===== config.mk =====
export PLATFORM = sky130hd
export DESIGN_NAME = pipe_ctrl
export DESIGN_NICKNAME = d
export VERILOG_FILES = /design/src/rtl/pipe_ctrl_pkg.sv /design/src/rtl/pipe_mem_fsm.sv /design/src/rtl/pipe_ctrl.sv
export SDC_FILE = /design/constraint.sdc
export NUM_CORES = 1
export LEC_CHECK = 0
export ABC_AREA = 1
export CAP_MARGIN = 10
export CELL_PAD_IN_SITES_DETAIL_PLACEMENT = 1
export CELL_PAD_IN_SITES_GLOBAL_PLACEMENT = 1
export CORE_MARGIN = 5
export CORE_UTILIZATION = 31
export DETAILED_ROUTE_END_ITERATION = 16
export PLACE_DENSITY_LB_ADDON = 0.1
export SLEW_MARGIN = 5
export SYNTH_ARGS = -nofsm -noshare
export SYNTH_HDL_FRONTEND = slang
export SYNTH_SLANG_ARGS = --single-unit

===== constraint.sdc =====
create_clock -name clk -period 5.1 [get_ports clk]
set_clock_uncertainty 0.1 [all_clocks]
set_input_delay 1.02 -clock clk [delete_from_list [all_inputs] [get_ports clk]]
set_output_delay 1.02 -clock clk [all_outputs]
set_load 0.005 [all_outputs]

===== src/rtl/pipe_ctrl_pkg.sv =====
// Shared types and constants for the pipeline controller and its memory FSM.
package pipe_ctrl_pkg;

  typedef logic [5:0] stall_t;

  // Stall bus bit order: [0]pc [1]if [2]id [3]ex [4]mem [5]wb; 1 = hold stage.
  localparam stall_t STALL_NONE = 6'b000000;
  localparam stall_t STALL_ID   = 6'b000111;
  localparam stall_t STALL_EX   = 6'b001111;
  localparam stall_t STALL_MEM  = 6'b011111;

  typedef enum logic [1:0] {
    MCTL_IDLE  = 2'd0,
    MCTL_WAIT  = 2'd1,
    MCTL_DONE  = 2'd2,
    MCTL_DRAIN = 2'd3
  } mctl_state_t;

  // Fixed-priority stall arbitration: flush > MEM > EX > ID.
  function automatic stall_t stall_select(input logic flush, input logic req_mem,
                                          input logic req_ex, input logic req_id);
    if (flush)        return STALL_NONE;
    else if (req_mem) return STALL_MEM;
    else if (req_ex)  return STALL_EX;
    else if (req_id)  return STALL_ID;
    else              return STALL_NONE;
  endfunction

endpackage


===== src/rtl/pipe_mem_fsm.sv =====
// MEM-stage data-memory handshake: zero-wait or waited access, timeout,
// and draining of the ack that belongs to an abandoned access.
module pipe_mem_fsm
  import pipe_ctrl_pkg::*;
#(
  parameter int MEM_TIMEOUT = 16
) (
  input  logic clk,
  input  logic clr,
  input  logic mem_req,
  input  logic mem_ack,
  input  logic excp_valid,
  output logic stallreq_mem,
  output logic dmem_en,
  output logic timeout
);

  localparam int CW = (MEM_TIMEOUT > 2) ? $clog2(MEM_TIMEOUT) : 1;
  localparam logic [CW-1:0] LAST_WAIT = CW'(MEM_TIMEOUT - 1);

  mctl_state_t   state_reg, state_next;
  logic [CW-1:0] wait_cnt_reg, wait_cnt_next;

  // State and wait counter registers.
  always_ff @(posedge clk or posedge clr) begin
    if (clr) begin
      state_reg    <= MCTL_IDLE;
      wait_cnt_reg <= '0;
    end else begin
      state_reg    <= state_next;
      wait_cnt_reg <= wait_cnt_next;
    end
  end

  // Next-state and handshake outputs.
  always_comb begin
    state_next    = state_reg;
    wait_cnt_next = wait_cnt_reg;
    stallreq_mem  = 1'b0;
    dmem_en       = 1'b0;
    timeout       = 1'b0;
    case (state_reg)
      MCTL_IDLE: begin
        // A flushed load/store must never reach the memory.
        dmem_en      = mem_req & ~excp_valid;
        stallreq_mem = mem_req & ~mem_ack;
        if (!excp_valid && mem_req) begin
          if (mem_ack) begin
            state_next = MCTL_DONE;
          end else begin
            state_next    = MCTL_WAIT;
            wait_cnt_next = '0;
          end
        end
      end
      MCTL_WAIT: begin
        dmem_en       = 1'b1;
        stallreq_mem  = ~mem_ack;
        wait_cnt_next = wait_cnt_reg + 1'b1;
        timeout       = (wait_cnt_reg == LAST_WAIT) & ~mem_ack;
        if (mem_ack) begin
          // An ack arriving with an exception is consumed here, so nothing is left to drain.
          state_next = excp_valid ? MCTL_IDLE : MCTL_DONE;
        end else if (excp_valid || timeout) begin
          state_next    = MCTL_DRAIN;
          wait_cnt_next = '0;
        end
      end
      MCTL_DONE: begin
        // One dead cycle so a still-high mem_req of the retiring op is not restarted.
        state_next = MCTL_IDLE;
      end
      MCTL_DRAIN: begin
        // Hold any new access until the stale ack has been swallowed.
        stallreq_mem = mem_req;
        if (mem_ack) state_next = MCTL_IDLE;
      end
      default: state_next = MCTL_IDLE;
    endcase
  end

endmodule


===== src/rtl/pipe_ctrl.sv =====
// Pipeline controller top: stall arbitration, flush/redirect and stall-cycle counter.
module pipe_ctrl
  import pipe_ctrl_pkg::*;
#(
  parameter int          MEM_TIMEOUT = 16,
  parameter logic [31:0] BUS_ERR_VEC = 32'h00000040
) (
  input  logic        clk,
  input  logic        clr,
  input  logic        stallreq_id,
  input  logic        stallreq_ex,
  input  logic        mem_req,
  input  logic        mem_ack,
  input  logic        excp_valid,
  input  logic [31:0] excp_vector,
  output logic [5:0]  stall,
  output logic        flush,
  output logic [31:0] new_pc,
  output logic        dmem_en,
  output logic        bus_err,
  output logic [31:0] stall_cycles
);

  logic        stallreq_mem;
  logic        timeout;
  logic [31:0] stall_cycles_reg;

  pipe_mem_fsm #(
    .MEM_TIMEOUT (MEM_TIMEOUT)
  ) u_mem_fsm (
    .clk          (clk),
    .clr          (clr),
    .mem_req      (mem_req),
    .mem_ack      (mem_ack),
    .excp_valid   (excp_valid),
    .stallreq_mem (stallreq_mem),
    .dmem_en      (dmem_en),
    .timeout      (timeout)
  );

  // Flush, redirect target and stall selection; an exception vector beats the bus-error vector.
  always_comb begin
    flush   = excp_valid | timeout;
    bus_err = timeout;
    new_pc  = 32'h0;
    if (excp_valid)   new_pc = excp_vector;
    else if (timeout) new_pc = BUS_ERR_VEC;
    stall = stall_select(flush, stallreq_mem, stallreq_ex, stallreq_id);
  end

  // Saturating count of cycles in which any stage is held.
  always_ff @(posedge clk or posedge clr) begin
    if (clr) begin
      stall_cycles_reg <= '0;
    end else if (stall != STALL_NONE && stall_cycles_reg != 32'hFFFFFFFF) begin
      stall_cycles_reg <= stall_cycles_reg + 32'd1;
    end
  end

  assign stall_cycles = stall_cycles_reg;

endmodule


==> flow_results.org, run 1 <==
** Run status
- The flow ran to the end, and the final reports show no timing, DRC or antenna violations.

** Floorplan
- The floorplan step defined a die boundary enclosing around 11000 µm².
- In this run the horizontal extent of the chip is 106.4 µm.
- Row generation in the floorplan step produced 35 rows.
- Number of primary I/O pins :: around 110
- Starting utilization of the core area :: 31.44%
- Placeable core region :: between 9000 and 10000 µm²
- In this run the vertical extent of the chip is around 110 µm.

** Hold path
- The tightest min-delay check is of the reg -> reg type.
- The worst hold path terminates at u_mem_fsm.wait_cnt_reg[1].
- The worst hold path begins at u_mem_fsm.wait_cnt_reg[1].
- The worst hold path was traced through 2 stages.

** Critical path
- For the worst setup path, the data required time is 3980 ps.
- STA puts the critical path data arrival time at 2860 ps.
- The critical path is of the in -> out type.
- Counting both buffers and inverters, the worst setup path holds a total of 3.
- STA classifies the critical path endpoint as an output pin.
- STA classifies the critical path startpoint as an input port.
- For this run, the slowest stage of the critical path takes 810 ps.
- The worst register-to-register path begins at stall_cycles[0].
- Slowest stage cell, crit path :: sky130_fd_sc_hd__clkdlybuf4s50_1
- In this design, the largest share of critical-path delay is due to buffers and inverters.
- Number of cells on the worst reg-to-reg path :: 10
- In this run the worst path has a maximum fanout of 17.
- Slack of the worst reg-to-reg path :: 2590 ps
- Traced cell by cell, the critical path runs through clkdlybuf4s50_1 > inv_1 > nand2_1 > o21a_1 > clkdlybuf4s50_1.
- Cell type with the highest occurrence count on the critical path :: sky130_fd_sc_hd__clkdlybuf4s50_1
- The worst register-to-register path ends at stall_cycles[19].

** Clocking
- Sinks on Clock Net :: 38
- TritonCTS clock tree :: done
- Clk root buf :: sky130_fd_sc_hd__clkbuf_8
- Post-cts hold buffer count :: 0
- The clock passes through at most 2 buffers.
- Insertion delay to the later sink of the worst-skew pair :: 300 ps
- The number of gates resized after CTS was 0.
- Clock-pin transition on the worst setup and hold timing paths :: 80 ps
- TritonCTS buffer count :: 5
- Maximum level of the CTS H-tree :: 2
- After clock tree synthesis, the setup repair step added 0 buffers.

** Logic synthesis
- Register area share after synthesis :: 33.04%
- The cell area that synthesis handed to floorplanning was 2878 µm².
- Avg Inst Size Synth :: approximately 6 µm²
- For this run, the number of Yosys warnings is 0.
- When the netlist entered floorplanning its net count stood at 534.
- Synth cell types :: 23
- After synthesis the netlist holds a flip-flop and latch count of 38.
- After technology mapping, the gate count stands at 493.

** STA
- Slew Viols, Final :: 0
- For the finished layout, the period the worst path requires is ~4000 ps.
- Slew @ Worst Pin :: 535.6 ps
- On the final layout, the worst hold slack is 443.6 ps.
- Final hold viol count :: 0
- Final setup TNS :: 0 ps
- RSZ-0062 raised after global routing :: false
- Of the available clock period, the critical path in the final layout requires 78.03%.
- Relative slew slack :: 64.18%
- Timing would allow up to 251.3 MHz.
- Setup violations remaining at the end of the flow were counted as 0.

** Route
- Routed via count :: 3228
- In the routed design, unresolved DRC markers number 0.
- The first routing iteration left 57 violations.
- Via-to-Cell Ratio :: 4.553
- For this block, the routed nets add up to 9.679 mm of wire.
- 1st-pass router iterations :: 4
- The detail route stage leaves a number of antenna-violating nets equal to 0.
- In the final routed layout, each cell accounts on average for 13.65 µm.

** Finish
- Most frequent standard cell in the layout excluding fill and tap cells :: sky130_fd_sc_hd__nand2_1
- Commonest non-fill, non-tap cells in the layout :: 245 x sky130_fd_sc_hd__nand2_1, 110 x sky130_fd_sc_hd__clkdlybuf4s50_1, 67 x sky130_fd_sc_hd__inv_1, 61 x sky130_fd_sc_hd__nor2_1, 38 x sky130_fd_sc_hd__dfrtp_1
- Number of standard cells in the final layout excluding fillers :: between 700 and 800
- Area added between synthesis and finish :: 44.57%
- 0 antenna diodes ended up in the layout.
- Of the cells placed in the final design, the portion with a size suffix greater than 1 is 3.344%.
- The register with the most flip-flops in the layout has 32 of them.
- For this run, the post-layout net count is 639.

** Global routing
- For this run, the total global-route usage over all layers was measured as between 10% and 20%.
- Entering global routing, the biggest net connects 39 pins.
- Initial antenna violation count :: 0
- First-pass GRT wire length :: approximately 17 mm
- Sum of overflow across all layers after global routing :: 0
- Vias in the first global route :: approximately 3500

** Place
- In this run the tool buffered the top-level ports with 110 buffer cells.
- At the end of routability-driven placement, the weighted congestion stood at 0.7901.
- Placed Cells incl. Taps :: 702
- After legalization and detailed placement, the total HPWL measured between 7 and 8 mm.

** Pwr
- IR analysis of the VDD net gives a maximum drop of roughly 0.12 mV.
- PwrDens :: 227.9 nW/µm²
- Total power for the finished layout comes to approximately 0.00095 W.
- The analysis attributes to cell leakage a power of between 2 and 2.5 nW.

** Flow run
- Maxcap violations :: 0
kinds of logic (layout without fill, tap and decap cells):
logic type | after synthesis | after routing | synth area share [%]
xor gates and xnor gates | 13 | 13 | 3.957
DFF | 38 | 38 | 33.04
buffers and inverters | 82 | 187 | 11.83
other | 1 | 1 | 0.1303
and+or+nand+nor | 338 | 338 | 46.78
AOI/OAI and AO/OA | 19 | 19 | 3.392
adders and majority gates | 2 | 2 | 0.8694
power by group:
group | internal, W | total [W] | leakage [nW] | switching [W]
Combinational | 0.000149 | 0.000295 | 1.49 | 0.000146
Sequential | 0.000334 | 0.000383 | 0.519 | 0.0000491
Clock | 0.000157 | 0.000270 | 0.0573 | 0.000113
routing by layer:
layer  wire length (µm)  vias up  GRT usage [%]  share of wire, %
li1                   -     1658              -                 -
met1               4300     1477          21.76                44
met2               4519       88          30.54                47
met3                784        5          6.193               8.1
met4                 74        0          3.885              0.76
met5                  0        -              0                 0
stage by stage:
step | cell area, µm² | utilization (%) | setup slack [ps]
after detailed placement | 4048 | 44.22 | 1049
after global placement | 4048 | 44.22 | 1124
after CTS | 4160 | 45.45 | 1046
after global routing | 4160 | 45.45 | 957.2
after floorplan | 2878 | - | 2208
final | 4160 | 45.45 | 1120
cells in the mapped netlist (all sizes together):
cell type | number | share of area, %
inv | 68 | 8.9
xnor2 | 5 | 1.5
dfrtp | 38 | 33
nand3 | 20 | 3.5
clkbuf | 4 | 0.52
o21ai | 14 | 2.4
buf | 10 | 2.4
a21oi | 4 | 0.70
nor3 | 2 | 0.35
xor2 | 8 | 2.4
conb | 1 | 0.13
or2 | 1 | 0.22
nand2 | 249 | 33
nor2 | 66 | 9.6
o21a | 1 | 0.26
ha | 2 | 0.87
tightest hold or removal path: cells and delay by family, from the launching register on:
family / cells / cell delay (ps)
AOI/OAI and AO/OA: 1 / 60
DFF: 1 / 380
and+or+nand+nor: 1 / 70
worst max-delay path by stage:
stage,slack [ps],cells after the start,end,from
global route,960,5,new_pc[6],excp_valid
finish,1120,5,new_pc[6],excp_valid
detailed placement,1050,5,new_pc[6],excp_valid
CTS,1050,5,new_pc[6],excp_valid
global placement,1120,5,new_pc[6],excp_valid
floorplan,2210,6,stall[1],mem_ack
cell type report:
class,instances,area [µm²]
Fill cell,1233,4992
Tap cell,111,138.9
Timing Repair Buffer,112,1116
Multi-Input combinational cell,373,1587
Inverter,68,255.2
Sequential cell,38,950.9
Clock buffer,6,82.58
Clock inverter,1,30.03
(Power assumes the default switching activity.)
==> run 2: changes to the inputs <==
--- a/config.mk
+++ b/config.mk
@@ -10,7 +10,7 @@
 export CELL_PAD_IN_SITES_DETAIL_PLACEMENT = 1
 export CELL_PAD_IN_SITES_GLOBAL_PLACEMENT = 1
 export CORE_MARGIN = 5
-export CORE_UTILIZATION = 31
+export CORE_UTILIZATION = 26
 export DETAILED_ROUTE_END_ITERATION = 16
 export PLACE_DENSITY_LB_ADDON = 0.1
 export SLEW_MARGIN = 5
==> constraint.sdc (replaced) <==
create_clock -name clk -period 3.6 [get_ports clk]
set_clock_uncertainty 0.1 [all_clocks]
set_input_delay 0.72 -clock clk [delete_from_list [all_inputs] [get_ports clk]]
set_output_delay 0.72 -clock clk [all_outputs]
set_load 0.005 [all_outputs]
==> run 2 against run 1 <==
Critical path depth up 1. Wire length up 4.2%. Global-route usage decreased by 1.9 points. Die area increased by 17%. First-iteration DRC count is 130% higher. Clock power is 19% higher. Sequential power up 42%. Sequential cell count did not move. Via count grew 0.50%. Non-clock buffer count grew 3. Critical endpoint is now stall[2]. Largest cell class unchanged.
==> flow_results.org, run 2 (synthesized netlist as in run 1, its figures left out) <==
** Clocking
- The number of buffers created by CTS is 5 (unchanged).
- The number of resized instances in the post-cts repair step was 0 (unchanged).
- TritonCTS clock tree :: done
- The sink count of the clock tree is 38 (unchanged).
- Insertion delay to the later sink of the worst-skew pair :: 300 ps (about the same)
- The cts-stage hold buffer count came to 0 (unchanged).
- Clock-pin transition on the worst setup and hold timing paths :: 90 ps (about the same)
- Clk root buf :: sky130_fd_sc_hd__clkbuf_8
- Maximum level of the CTS H-tree :: 2 (unchanged)
- The post-CTS setup buffer count was 0 (unchanged).
- Deepest clock path buffer count :: 2 (unchanged)

** Floorplan
- The area enclosed by the die boundary was 13270 µm² (+17%).
- Number of primary I/O pins :: 112 (unchanged)
- Row count :: 38 (+8.6%)
- The effective utilization at floorplan was 26.55% (-4.9 points).
- Height of the die :: 115.2 µm (+8.3%)
- Placeable core region :: 10840 µm² (+18%)
- The chip width was 115.2 µm (+8.3%).

** Finish
- Commonest non-fill, non-tap cells in the layout :: 245 x sky130_fd_sc_hd__nand2_1, 110 x sky130_fd_sc_hd__clkdlybuf4s50_1, 67 x sky130_fd_sc_hd__inv_1, 61 x sky130_fd_sc_hd__nor2_1, 38 x sky130_fd_sc_hd__dfrtp_1
- The final antenna diode count is 0 (unchanged).
- Ratio of cells with drive above 1 in the final layout :: 3.987% (+0.64 points)
- Total Nets Final :: 642 (+0.47%)
- Most frequent standard cell in the layout excluding fill and tap cells :: sky130_fd_sc_hd__nand2_1
- The number of flip-flops in the largest register was 32 (unchanged).
- The post-route cell area was 4202 µm² (+0.99%).
- Area added between synthesis and finish :: 46.00%

** Global routing
- Fraction of met3 tracks used by global routing :: 7.158% (+0.96 points)
- The initial antenna violation count came to 0 (unchanged).
- First-pass GRT wire length :: 16.87 mm (+1.3%)
- The via count of the first global-routing pass came to 3468 (-1.2%).
- The largest net degree at the start of global routing is 36 (-7.7%).
- The fraction of met1 tracks used by global routing is 18.96% (-2.8 points).
- Sum of overflow across all layers after global routing :: 0 (unchanged)
- After global routing, the most crowded layer is met2.
- The total global routing track utilization was 15.98% (-1.9 points).
- The global routing met2 resource utilization was 26.39% (-4.2 points).

** Route
- Average wire per standard cell :: 13.60 µm (-0.39%)
- Via-to-Cell Ratio :: 4.372 (-4.0%)
- Post-route ant nets :: 0 (unchanged)
- DRT Wirelength :: 10.09 mm (+4.2%)
- The number of DRC markers after the initial detailed-route iteration is 130 (+130%).
- 1st-pass router iterations :: 4 (unchanged)
- The count of unresolved DRC violations after routing was 0 (unchanged).
- Routed via count :: 3244 (+0.50%)

** Hold path
- The min-delay analysis places its worst path in the category reg -> reg.

** STA
- The final number of max-transition violations was 0 (unchanged).
- Timing would allow up to 304.0 MHz.
- The aggregate negative setup slack is 0 ps (unchanged).
- Worst hold slack across all endpoints :: 438.1 ps (-5.435 ps)
- The number of endpoints failing setup at the final stage came to 0 (unchanged).
- Final critical path time including I/O delays and setup :: 3289 ps
- Setup repair after global routing left no endpoint under its margin.
- The number of hold violations in the final report is 0 (unchanged).
- Relative slew slack :: 41.68% (-23 points)
- The transition at the pin with the smallest max-transition slack was 873.8 ps (+338.2 ps).
- In the finished design, the share of the clock period the worst path needs comes to between 90% and 100%.

** Critical path
- The worst path arrival time came to 2470 ps (-390 ps).
- Maximum net fanout on the critical path :: 9 (-8)
- The worst setup path is captured at an output pin.
- By startpoint and endpoint, the worst setup path is classified as in -> out.
- Required time at the worst-slack endpoint :: 2780 ps (-1200 ps)
- Startpoint kind of the worst setup timing path :: input port

** Run status
- The run finished with clean final reports.

** Place
- PortBufs :: 110 (unchanged)
- The routability congestion estimate from global placement came to 0.7656 (-3.1%).
- The instance area after placement came to 4106 µm² (+1.5%).
- Detailed placement HPWL :: 8.085 mm (+4.6%)

** Pwr
- The areal power density over the cells was 306.4 nW/µm² (+34%).
- Worst VDD drop :: 0.1350 mV (+8.3%)
- The leakage power came to 2.069 nW (+0.20%).

** Flow run
- The max capacitance violation total was 0 (unchanged).
-- run 2: final timing paths --
kind                       cells past startpoint                        end                      start  slack [ps]
min reg2reg                                    1  u_mem_fsm.wait_cnt_reg[0]  u_mem_fsm.wait_cnt_reg[0]         440
min                                            1  u_mem_fsm.wait_cnt_reg[0]  u_mem_fsm.wait_cnt_reg[0]         440
max reg2reg                                    9            stall_cycles[6]            stall_cycles[0]        1370
min in group asynchronous                      2           stall_cycles[17]                        clr         790
max in group asynchronous                      3           stall_cycles[25]                        clr        1920
max                                            6                   stall[2]                    mem_ack         310
-- run 2: area by class of cell --
class | instances | area (µm²)
timing repair buffer | 115 | 1139
fill | 1432 | 6639
sequential | 38 | 950.9
clock buffer | 6 | 82.58
tap | 140 | 175.2
clock inverter | 2 | 12.51
multi-input combinational | 373 | 1587
inverter | 68 | 255.2
-- run 2: worst max-delay path, stage by stage --
cell	delay, ps
sky130_fd_sc_hd__clkdlybuf4s50_1	630
sky130_fd_sc_hd__nor2_1	110
sky130_fd_sc_hd__nand3_1	110
sky130_fd_sc_hd__nand2_1	160
sky130_fd_sc_hd__nor2_4	210
sky130_fd_sc_hd__clkdlybuf4s50_1	530
-- run 2: routing by layer --
layer	vias to the layer above	share of wire, %
met2	101	44
met3	7	11
met4	0	1.3
met1	1472	43
li1	1664	-
met5	-	0
-- run 2: power by group --
part | internal, W | switching [W]
clock | 0.000154 | 0.000168
combinational | 0.000214 | 0.000209
sequential | 0.000473 | 0.0000689
-- run 2: stage by stage --
| stage | utilization, % | worst slack [ps] | power, W | std cells |
|---|---|---|---|---|
| floorplan | - | 1308 | 0.0007619 | 493 |
| global placement | 37.88 | 344.7 | 0.0009725 | 734 |
| detailed placement | 37.88 | 303.5 | 0.0009803 | 734 |
| CTS | 38.76 | 289.4 | 0.001313 | 742 |
| global route | 38.76 | 149.7 | 0.001390 | 742 |
| finish | 38.76 | 310.8 | 0.001287 | 742 |
==> run 3: changes to the inputs <==
==> constraint.sdc (replaced) <==
create_clock -name clk -period 3.6 [get_ports clk]
set_clock_uncertainty 0.1 [all_clocks]
set_input_delay 0.36 -clock clk [delete_from_list [all_inputs] [get_ports clk]]
set_output_delay 0.36 -clock clk [all_outputs]
set_load 0.005 [all_outputs]
==> run 3 against run 2 <==
Via count rose by 0.55%. Clock power up 44%. Largest power group unchanged. Register-to-register slack worse by 300 ps. Power grew 11%. Combinational power is essentially flat. Design area increased by 0.60%. Utilization is 0.23 points higher. Count of clock-buffer cells in the layout did not move. Hold slack lost 3.9 ps.
==> flow_results.org, run 3 (synthesized netlist as in run 1, its figures left out) <==
** Run status
- Outcome :: completed

** STA
- The aggregate negative setup slack is 0 ps (unchanged).
- Slew Viols, Final :: 0 (unchanged)
- Final hold viol count :: 0 (unchanged)
- Relative slew slack :: 39.46% (-2.2 points)
- Slew @ Worst Pin :: 907.1 ps (+33.28 ps)
- The final worst-path setup slack came to 1047 ps (+735.7 ps).
- The final critical-path share of the clock period came to 70.93% (-20 points).
- The number of endpoints failing setup at the final stage is 0 (unchanged).
- The final critical path time including I/O delays and setup came to 2553 ps (-735.7 ps).
- Setup repair after global routing left no endpoint under its margin.
- The upper clock frequency limit came to 391.6 MHz (+29%).

** Route
- The routed via count divided by cell count is 4.414 (+0.96%).
- The aggregate routed wire length is 10.14 mm (+0.54%).
- The number of DRC markers after the initial detailed-route iteration came to 115 (-12%).
- Remaining routing DRC violations :: 0 (unchanged)
- The number of nets with antenna violations after routing came to 0 (unchanged).
- 1st-pass router iterations :: 4 (unchanged)
- The detail-routed net length per standard cell is 13.73 µm (+0.94%).
- Routed via count :: 3262 (+0.55%)

** Global routing
- GRT Util Overall :: 16.46% (+0.48 points)
- Initial antenna violation count :: 0 (unchanged)
- The first-pass GRT wire length is 17.57 mm (+4.2%).
- Sum of overflow across all layers after global routing :: 0 (unchanged)
- Vias in the first global route :: 3578 (+3.2%)
- The largest net degree at the start of global routing came to 37 (+2.8%).

** Clocking
- The clock-pin transition on the worst setup and hold timing paths is 90 ps (about the same).
- TritonCTS built the clock tree.
- Post_cts resized :: 0 (unchanged)
- The clock network latency to the later pin of the worst-skew pair was 300 ps (about the same).
- Clk root buf :: sky130_fd_sc_hd__clkbuf_8
- The maximum level of the CTS H-tree was 2 (unchanged).
- The sink count of the clock tree is 38 (unchanged).
- The cts-stage hold buffer count was 0 (unchanged).
- Post-CTS setup buffers :: 0 (unchanged)
- TritonCTS buffer count :: 5 (unchanged)
- Deepest clock path buffer count :: 2 (unchanged)

** Finish
- Antenna diodes :: 0 (unchanged)
- The number of flip-flops in the largest register came to 32 (unchanged).
- In the layout the commonest cells are 245 x sky130_fd_sc_hd__nand2_1, 110 x sky130_fd_sc_hd__clkdlybuf4s50_1, 67 x sky130_fd_sc_hd__inv_1, 61 x sky130_fd_sc_hd__nor2_1, 38 x sky130_fd_sc_hd__dfrtp_1.
- The sequential cell area was 950.9 µm² (unchanged).
- The share of cells above drive strength 1 is 3.506% (-0.48 points).
- The count of nets after finishing came to 639 (-0.47%).
- Leaving out fill and tap cells, the most frequent cell in the layout is sky130_fd_sc_hd__nand2_1.
- The fill cell total of the finished layout came to 1449 (+1.2%).
- Footprint of the multi-input gates :: 1587 µm² (unchanged)
- Area added between synthesis and finish :: 46.87%

** Floorplan
- The number of placement rows was 38 (unchanged).
- The effective utilization at floorplan was 26.55% (unchanged).
- Height of the die :: 115.2 µm (unchanged)
- Floorplan die area :: 13270 µm² (unchanged)
- The chip width is 115.2 µm (unchanged).
- Number of primary I/O pins :: 112 (unchanged)
- The standard cell core area came to 10840 µm² (unchanged).

** Critical path
- STA classifies the critical path startpoint as an input port.
- The endpoint identified for the worst register-to-register timing path is stall_cycles[25].
- Slack of the worst reg-to-reg path :: 1070 ps (-300 ps)
- STA classifies the critical path endpoint as an output pin.
- The worst setup path is of the in -> out kind.
- The worst path arrival time was 2090 ps (-380 ps).
- Number of cells on the worst reg-to-reg path :: 10 (+1)
- The data required time of the worst path is 3140 ps (+360 ps).
- In this run the critical register-to-register path is launched from stall_cycles[0].
- Maximum net fanout on the critical path :: 9 (unchanged)

** Pwr
- Share of power burned in combinational logic :: 29.5% (-3.3 points)
- PwrDens :: 337.8 nW/µm² (+10%)
- The clock group share of total power came to 32.5% (+7.5 points).
- The maximum vdd drop was 0.1408 mV (+4.3%).
- Sum of internal, switching and leakage power :: 0.001428 W (+11%)
- The switching power of the nets came to 0.0004465 W (+0.23%).
- The leakage power was 2.079 nW (+0.48%).
- P_int :: 0.0009811 W (+17%)
- The share of power burned in registers is 38.0% (-4.1 points).
- The switching fraction of total power was 31.28% (-3.3 points).

** Hold path
- Hold Startpoint :: u_mem_fsm.wait_cnt_reg[0]
- The worst hold path terminates at u_mem_fsm.wait_cnt_reg[0].
- Instance count along the most critical hold path :: 1 (unchanged)
- The tightest min-delay check is of the reg -> reg type.

** Place
- The final HPWL from detailed placement was 8.094 mm (+0.12%).
- The routability congestion estimate from global placement is 0.7791 (+1.8%).
- Post-Place Setup Slack :: 845.5 ps (+542.0 ps)
- PortBufs :: 110 (unchanged)

** Flow run
- The max capacitance violation total came to 0 (unchanged).
==> run 3: cell types whose count changed in the layout (fill, tap and decap cells not counted), sizes merged <==
cell	previous run	this run
buf	5	2
bufinv	0	2
clkinv	1	0
clkinvlp	1	0
==> run 3: power groups by stage <==
| stage | Clock (W) | Sequential [W] | Combinational, W |
|---|---|---|---|
| floorplan | 0 | 0.000535 | 0.000227 |
| global placement | 0 | 0.000549 | 0.000424 |
| detailed placement | 0 | 0.000548 | 0.000430 |
| CTS | 0.000478 | 0.000543 | 0.000431 |
| global route | 0.000496 | 0.000553 | 0.000478 |
| finish | 0.000465 | 0.000542 | 0.000421 |
==> run 3: worst max-delay path by stage <==
stage                    startpoint                to  slack (ps)  depth (start not counted)
CTS                         mem_ack          stall[0]        1020                          6
detailed placement          mem_ack  stall_cycles[25]         850                          9
finish                      mem_ack          stall[1]        1050                          6
floorplan           stall_cycles[0]   stall_cycles[9]        1740                         12
global route        stall_cycles[0]  stall_cycles[28]         770                         10
global placement            mem_ack  stall_cycles[27]         960                          9
==> run 3: per-layer routing <==
| layer | GRT usage (%) | wire, µm |
|---|---|---|
| met1 | 19.71 | 4473 |
| met2 | 28.16 | 4619 |
| met3 | 6.421 | 932 |
| met4 | 3.208 | 119 |
| met5 | 0 | 0 |
==> run 3: area by class of cell <==
cell class | count | area share (%)
clock inverter | 2 | 1.421
timing repair buffer | 112 | 26.41
sequential | 38 | 22.50
tap | 140 | 4.144
clock buffer | 6 | 1.954
inverter | 68 | 6.039
multi-input combinational | 373 | 37.54
==> run 3: through the flow <==
stage          utilization (%)  hold WS (ps)  cell area (µm²)  cells
6_report                 38.99         434.3             4227    739
3_3_place_gp             37.67         411.0             4084    731
3_5_place_dp             37.67         427.0             4084    731
5_1_grt                  38.99         459.9             4227    739
2_1_floorplan                -         379.0             2878    493
4_1_cts                  38.99         437.6             4227    739
==> run 3: critical path: stages <==
cell and delay, ps:
sky130_fd_sc_hd__clkdlybuf4s50_1 630, sky130_fd_sc_hd__nor2_1 110, sky130_fd_sc_hd__nand3_1 100, sky130_fd_sc_hd__nand2_1 150, sky130_fd_sc_hd__nor2_4 200, sky130_fd_sc_hd__clkdlybuf4s50_1 540
